==> src/rtl/de_stage_reg.sv <==
// de_stage_reg -- decode-to-execute pipeline register for the pipelined MIPS core.
//
// Latches the decoded instruction, NUM_OPND register operands, PC and
// exception metadata from D into E. It also precomputes the immediate
// variants so the E stage does not have to.
//
// Per-edge priority, highest first:
//   reset  : everything to zero, including the counters
//   flush  : data registers to zero; the counters keep their value
//   hold_e : everything keeps its value; operand channels may be
//            refreshed through upd_en/upd_data
//   stall_d: a bubble is inserted. The PC, PC+8 and delay-slot bit are
//            still captured so the EPC of the bubble names the stalled
//            instruction.
//   load   : normal capture of the D-stage instruction
//
// Ports:
//   clk, reset (sync, active-high), flush, hold_e, stall_d
//   d_valid, d_instr, d_opnd, d_pc, d_bd, d_exc   D-stage inputs
//   upd_en, upd_data                              late-forward refresh used only during hold_e
//   e_valid, e_instr, e_opnd, e_pc, e_pc8         E-stage outputs
//   e_imm_zext, e_imm_sext, e_imm_lui, e_shamt    precomputed immediates
//   e_bd, e_exc                                   exception metadata
//   perf_bubble_cnt, perf_hold_cnt                saturating counters
//
// Optional feature: define DE_PERF_CNT_EN to build the two performance
// counters and their ports. When it is undefined they are removed.
//
// Every output comes straight from a register, so there is no
// combinational path from any input to any output.

module de_stage_reg #(
  parameter int DATA_W   = 32,
  parameter int NUM_OPND = 2,
  parameter int PERF_W   = 16
) (
  input  logic                       clk,
  input  logic                       reset,
  input  logic                       flush,
  input  logic                       hold_e,
  input  logic                       stall_d,
  input  logic                       d_valid,
  input  logic [31:0]                d_instr,
  input  logic [NUM_OPND*DATA_W-1:0] d_opnd,
  input  logic [31:0]                d_pc,
  input  logic                       d_bd,
  input  logic [4:0]                 d_exc,
  input  logic [NUM_OPND-1:0]        upd_en,
  input  logic [NUM_OPND*DATA_W-1:0] upd_data,
  output logic                       e_valid,
  output logic [31:0]                e_instr,
  output logic [NUM_OPND*DATA_W-1:0] e_opnd,
  output logic [31:0]                e_pc,
  output logic [31:0]                e_pc8,
  output logic [31:0]                e_imm_zext,
  output logic [31:0]                e_imm_sext,
  output logic [31:0]                e_imm_lui,
  output logic [31:0]                e_shamt,
  output logic                       e_bd,
  output logic [4:0]                 e_exc
`ifdef DE_PERF_CNT_EN
  ,
  output logic [PERF_W-1:0]          perf_bubble_cnt,
  output logic [PERF_W-1:0]          perf_hold_cnt
`endif
);

  logic        valid_q, valid_d;
  logic [31:0] instr_q, instr_d;
  logic [31:0] pc_q, pc_d;
  logic [31:0] pc8_q, pc8_d;
  logic [31:0] zext_q, zext_d;
  logic [31:0] sext_q, sext_d;
  logic [31:0] lui_q, lui_d;
  logic [31:0] shamt_q, shamt_d;
  logic        bd_q, bd_d;
  logic [4:0]  exc_q, exc_d;

  // Next state for the non-operand fields.
  always_comb begin
    valid_d = valid_q;
    instr_d = instr_q;
    pc_d    = pc_q;
    pc8_d   = pc8_q;
    zext_d  = zext_q;
    sext_d  = sext_q;
    lui_d   = lui_q;
    shamt_d = shamt_q;
    bd_d    = bd_q;
    exc_d   = exc_q;
    if (reset || flush) begin
      valid_d = 1'b0;
      instr_d = '0;
      pc_d    = '0;
      pc8_d   = '0;
      zext_d  = '0;
      sext_d  = '0;
      lui_d   = '0;
      shamt_d = '0;
      bd_d    = 1'b0;
      exc_d   = '0;
    end else if (hold_e) begin
      // The defaults above already hold every field.
    end else if (stall_d) begin
      // In a bubble the PC and bd still follow D, so the EPC stays correct.
      valid_d = 1'b0;
      instr_d = '0;
      pc_d    = d_pc;
      pc8_d   = d_pc + 32'd8;
      zext_d  = '0;
      sext_d  = '0;
      lui_d   = '0;
      shamt_d = '0;
      bd_d    = d_bd;
      exc_d   = '0;
    end else begin
      valid_d = d_valid;
      instr_d = d_instr;
      pc_d    = d_pc;
      pc8_d   = d_pc + 32'd8;
      zext_d  = {16'h0000, d_instr[15:0]};
      sext_d  = {{16{d_instr[15]}}, d_instr[15:0]};
      lui_d   = {d_instr[15:0], 16'h0000};
      shamt_d = {27'd0, d_instr[10:6]};
      bd_d    = d_bd;
      exc_d   = d_exc;
    end
  end

  always_ff @(posedge clk) begin
    valid_q <= valid_d;
    instr_q <= instr_d;
    pc_q    <= pc_d;
    pc8_q   <= pc8_d;
    zext_q  <= zext_d;
    sext_q  <= sext_d;
    lui_q   <= lui_d;
    shamt_q <= shamt_d;
    bd_q    <= bd_d;
    exc_q   <= exc_d;
  end

  // Operand channels. Each channel is refreshed on its own during a hold,
  // so each one has its own register and next-state logic.
  generate
    for (genvar gi = 0; gi < NUM_OPND; gi++) begin : g_opnd
      logic [DATA_W-1:0] opnd_q, opnd_d;

      always_comb begin
        opnd_d = opnd_q;
        if (reset || flush) begin
          opnd_d = '0;
        end else if (hold_e) begin
          if (upd_en[gi]) opnd_d = upd_data[gi*DATA_W +: DATA_W];
        end else if (stall_d) begin
          opnd_d = '0;
        end else begin
          opnd_d = d_opnd[gi*DATA_W +: DATA_W];
        end
      end

      always_ff @(posedge clk) begin
        opnd_q <= opnd_d;
      end

      assign e_opnd[gi*DATA_W +: DATA_W] = opnd_q;
    end
  endgenerate

  assign e_valid    = valid_q;
  assign e_instr    = instr_q;
  assign e_pc       = pc_q;
  assign e_pc8      = pc8_q;
  assign e_imm_zext = zext_q;
  assign e_imm_sext = sext_q;
  assign e_imm_lui  = lui_q;
  assign e_shamt    = shamt_q;
  assign e_bd       = bd_q;
  assign e_exc      = exc_q;

`ifdef DE_PERF_CNT_EN
  logic [PERF_W-1:0] bub_cnt_q, bub_cnt_d;
  logic [PERF_W-1:0] hold_cnt_q, hold_cnt_d;

  // A counter only steps on the edges that actually take its branch. A
  // flush outranks both branches, so a flush edge counts nothing. Both
  // counters saturate at all ones.
  always_comb begin
    bub_cnt_d  = bub_cnt_q;
    hold_cnt_d = hold_cnt_q;
    if (reset) begin
      bub_cnt_d  = '0;
      hold_cnt_d = '0;
    end else if (!flush) begin
      if (hold_e) begin
        if (hold_cnt_q != {PERF_W{1'b1}}) hold_cnt_d = hold_cnt_q + 1'b1;
      end else if (stall_d) begin
        if (bub_cnt_q != {PERF_W{1'b1}}) bub_cnt_d = bub_cnt_q + 1'b1;
      end
    end
  end

  always_ff @(posedge clk) begin
    bub_cnt_q  <= bub_cnt_d;
    hold_cnt_q <= hold_cnt_d;
  end

  assign perf_bubble_cnt = bub_cnt_q;
  assign perf_hold_cnt   = hold_cnt_q;
`else
  // PERF_W only sizes the counters. This empty block keeps the parameter
  // referenced when the counters are not built.
  if (PERF_W > 0) begin : g_no_perf
  end
`endif

endmodule

==> config.mk <==
export PLATFORM = sky130hd
export DESIGN_NAME = de_stage_reg
export DESIGN_NICKNAME = d
export VERILOG_FILES = /design/src/rtl/de_stage_reg.sv
export SDC_FILE = /design/constraint.sdc
export NUM_CORES = 1
export LEC_CHECK = 0
export ABC_AREA = 1
export CAP_MARGIN = 25
export CORE_AREA = 2 2 195 197
export DETAILED_ROUTE_END_ITERATION = 8
export DIE_AREA = 0 0 197 199
export GPL_TIMING_DRIVEN = 0
export PLACE_DENSITY_LB_ADDON = 0.05
export SETUP_SLACK_MARGIN = 0.2
export SKIP_CTS_REPAIR_TIMING = 1
export SLEW_MARGIN = 5
export SYNTH_ARGS = -nofsm -noshare
export SYNTH_HDL_FRONTEND = slang
export SYNTH_SLANG_ARGS = --single-unit
==> constraint.sdc <==
create_clock -name clk -period 1.6 [get_ports clk]
set_input_delay 0.24 -clock clk [delete_from_list [all_inputs] [get_ports clk]]
set_output_delay 0.24 -clock clk [all_outputs]
set_load 0.02 [all_outputs]
# Yosys cells after proc, flatten, opt, wreduce, memory -nomap -nowiden
# Cells that the tools add are included.
# op_classes
n_addsub	1
reduce_logical	1
n_eq_ne	2
muxes	13
# op_table
cell	n
$mux W32	9
$add A32 B4 Y32 const B	1
$mux W16	1
$mux W5	2
$ne A2 B1 Y1 const B	2
$logic_or A1 B1 Y1	1
$mux W1	1
# word_totals
register_bits	295
output_inout_bits	295
inputBits	206

# Logic depth before layout (Yosys ltp)
# depth
depth_word	2
mapped_depth	10
depth_no_buf	10

# Worst setup path before layout
# OpenSTA, ideal clock, no wires.
# synth_timing
path_kind	register to output
from	register, netlist name e_instr[15]
to	output e_imm_sext[15]
t_arrival_ns	0.976
n_path_buf	1
stages_incl_launch_ff	2
setup_slack_ns	0.384
cell_sequence	dfxtp_1 -> buf_4
# synth_rtl
item	line	source
end: declaration	56	output logic [31:0] e_imm_sext,

==> flow_summary_export.csv <==
group,metric,value,unit
run_status,status,"finished, final reports clean",
yosys,syn_area,7973,µm²
setup_path,worstPathMaxFanout,6,
yosys,syn_avg_cell_area,7.375,µm²
setup_path,critPathSlowestCell,"dfxtp_4",
yosys,synth_edf_count,0,
power,leakage,8.739,nW
setup_path,worstPathArrival,1230,ps
detailed_routing,drtIter0Drc,333,
detailed_routing,drtPass1Iterations,5,
power,power_frac_seq,0.388,
die,core,37130,µm²
worst_hold_path,hold_class,"in2reg",
yosys,yosys_warnings,0,
yosys,synthCells,1081,
die,die_area,39200,µm²
setup_path,crit_family,"buffers and inverters",
power,p_switching,3.176,mW
detailed_routing,ant_nets,0,
setup_path,cp-start-kind,"flop",
layout,fin_area,14270,µm²
grt,grt_use_met3,0.06782,
clocking,cts_max_path_buffers,2,
setup_path,crit_path_frequent_cell,"buf_4",
layout,layout-drive-gt1-share,0.2143,
place,hpwl,30.21,mm
power,internal_power,7.948,mW
clocking,cts-buffers-inserted,17,
die,rows,71,
setup_path,cp-startpoint,"e_instr[15]$_SDFFE_PP0N_",
clocking,clock-sinks,164,
layout,mostFrequentLayoutCell,"nand2_1",
place,pre_cts_slack,-632.7,ps
yosys,synthFlopType,"dfxtp_1",
power,clkPwrFrac,0.409,
setup_path,r2r_start,"e_instr[15]$_SDFFE_PP0N_",
timing,fin_ws,129.4,ps
timing,period_share,0.9191,
timing,layout_min_cycle_time,1471,ps
grt,met2_usage,0.3299,
layout,final_nets,1813,
place,placed_cell_area,13190,µm²
timing,drv_slew,0,
place,io_buffers,440,
timing,skew,0,ps
power,pwr-share-comb,0.203,
detailed_routing,avgViaCountPerCell,4.223,
layout,final_cell_mix,"nand2_1 (258), clkdlybuf4s50_1 (187), dlymetal6s2s_1 (175)",
place,gp_congestion,0.8551,
detailed_routing,wl_per_cell,18.10,µm
setup_path,path_depth,3,
detailed_routing,drc,0,
setup_path,r2r-end,"e_instr[15]$_SDFFE_PP0N_",
die,die_w,197,µm
job,maxCapViolCount,0,
detailed_routing,drt-total-wl,37.90,mm
grt,gr-total-overflow,0,
setup_path,critPathRequiredTime,1360,ps
setup_path,cp-end-kind,"output port",
timing,tightest_slew,694.5,ps
grt,grt_pass1_wl,53.92,mm
setup_path,critical-path-max-stage-delay,380,ps
clocking,cts_tree,"done",
grt,grt_pass1_vias,8547,
yosys,yosys_register_bits,164,
layout,area_growth,78.99,%
power,swShare,0.2855,
setup_path,crit_end,"e_imm_sext[24]",
clocking,clk_pin_slew,70,ps
power,p_per_area,779.5,nW/µm²
layout,final_core_util,0.3843,
setup_path,path_class,"reg2out",
yosys,ys_types,31,
setup_path,r2r_cells,4,
clocking,clockRootBuffer,"clkbuf_16",
setup_path,reg2reg_slack,680,ps
timing,hold_viol_final,0,
layout,n_fill_cell,3944,
grt,grt_max_degree,22,
setup_path,critical_path_buf_inv_count,3,
setup_path,crit_chain,"buf_8 -> buf_4 -> buf_4",
detailed_routing,num_vias,8843,
timing,max_freq,680.0,MHz
clocking,cts_htree_levels,4,
yosys,yosysSeqAreaShare,0.4118,
die,die_h,199,µm
yosys,synthArstFlopShare,0,
die,io_pins,501,
grt,busiest_layer,"met2",
power,peakVddDrop,0.7248,mV
clocking,clkLatencyLatePin,440,ps
grt,antenna_found_initial,2,
grt,grt_util_met1,0.2068,
grt,grt.total_usage,0.1866,
die,initial_core_util,0.2147,
timing,rsz0062_at_grt,"yes",
timing,slew_headroom,0.5370,
timing,finalSetupViolations,0,
[final cells by class]
cell class / count / area (µm²) / share of cell area
repair buffers: 448 / 4687 / 0.3285
multi-input cells: 728 / 3446 / 0.2415
flip-flops and latches: 164 / 3312 / 0.2321
plain buffers: 198 / 1416 / 0.09926
well taps: 474 / 593.1 / 0.04156
clock buffers: 17 / 425.4 / 0.02981
clock inverters: 15 / 203.9 / 0.01429
inverters: 49 / 183.9 / 0.01289
diodes: 1 / 2.502 / 0.0001754
[stage by stage]
step | cells | TNS (ps) | total power, mW | hold WS [ps]
after floorplan | 1139 | 0 | 5.495 | 333.6
after global placement | 2053 | -42880 | 6.724 | 453.2
after detailed placement | 2053 | -46670 | 6.724 | 456.5
after CTS | 2085 | -45450 | 11.34 | 320.9
after global routing | 2094 | 0 | 11.61 | 178.9
final | 2094 | 0 | 11.12 | 186.9
[synthesized netlist by cell type (2+ instances only)]
cell type	count	area [µm²]
buf_2	28	140.1
inv_2	3	11.26
o21ai_1	56	280.3
a22oi_1	35	262.8
nand2_1	261	979.7
nor2_1	66	247.7
buf_6	8	90.09
nor2_2	7	43.79
dfxtp_1	164	3283
clkbuf_1	27	101.4
nor2_4	3	33.78
o21ai_0	40	200.2
buf_4	135	1013
nand2_4	2	22.52
a31oi_1	32	200.2
or2_1	2	12.51
nor3_1	5	25.02
and2_1	2	12.51
a21oi_1	112	560.5
nand2_2	3	18.77
nand4_1	3	18.77
inv_1	46	172.7
nand3_1	33	165.2
[sequential cells by signal (all words and copies together), names as in the netlist]
| signal | cells |
|---|---|
| g_opnd.opnd_q | 64 |
| e_instr | 32 |
| e_pc | 32 |
| e_pc8 | 29 |
| e_exc | 5 |
| e_bd | 1 |
| e_valid | 1 |
[cell families after synthesis]
family,Yosys count,synth area share
AND/OR/NAND/NOR,388,0.2007
adder cells (fa/ha/maj),1,0.001569
buffers and inverters,247,0.1918
AO/OA/AOI/OAI,279,0.1926
XOR/XNOR,1,0.001099
other,1,0.0004704
flip-flops,164,0.4118
[worst register-to-register path, stage by stage, from the launching register on]
cell,delay [ps]
dfxtp_4,400
clkbuf_16,160
buf_4,100
nand2_1,40
a21oi_1,150
[routing by layer]
| layer | wire length, µm | vias to the layer above |
|---|---|---|
| met5 | 13 | - |
| met2 | 18540 | 350 |
| met3 | 3289 | 41 |
| met4 | 866 | 2 |
| met1 | 15180 | 3993 |
| li1 | - | 4457 |
[how the worst min path moves through the flow]
stage	startpoint	to	slack [ps]	cells after the start
floorplan	d_pc[3]	e_pc8[3]$_SDFFE_PP0N_	330	1
global placement	e_pc[12]$_SDFFE_PP0N_	e_pc[12]$_SDFFE_PP0N_	450	2
detailed placement	e_instr[16]$_SDFFE_PP0N_	e_instr[16]$_SDFFE_PP0N_	460	2
CTS	d_exc[0]	e_exc[0]$_SDFFE_PP0N_	320	3
global route	d_pc[4]	e_pc[4]$_SDFFE_PP0N_	180	3
finish	d_pc[17]	e_pc[17]$_SDFFE_PP0N_	190	3
[power groups by stage]
stage / logic, mW / clock network, mW / registers [mW]
global placement: 2.31 / 0 / 4.42
floorplan: 0.897 / 0 / 4.60
detailed placement: 2.30 / 0 / 4.42
global route: 2.44 / 4.83 / 4.34
CTS: 2.31 / 4.70 / 4.33
finish: 2.26 / 4.55 / 4.32
Note: power is estimated with default switching activity, not from simulation.
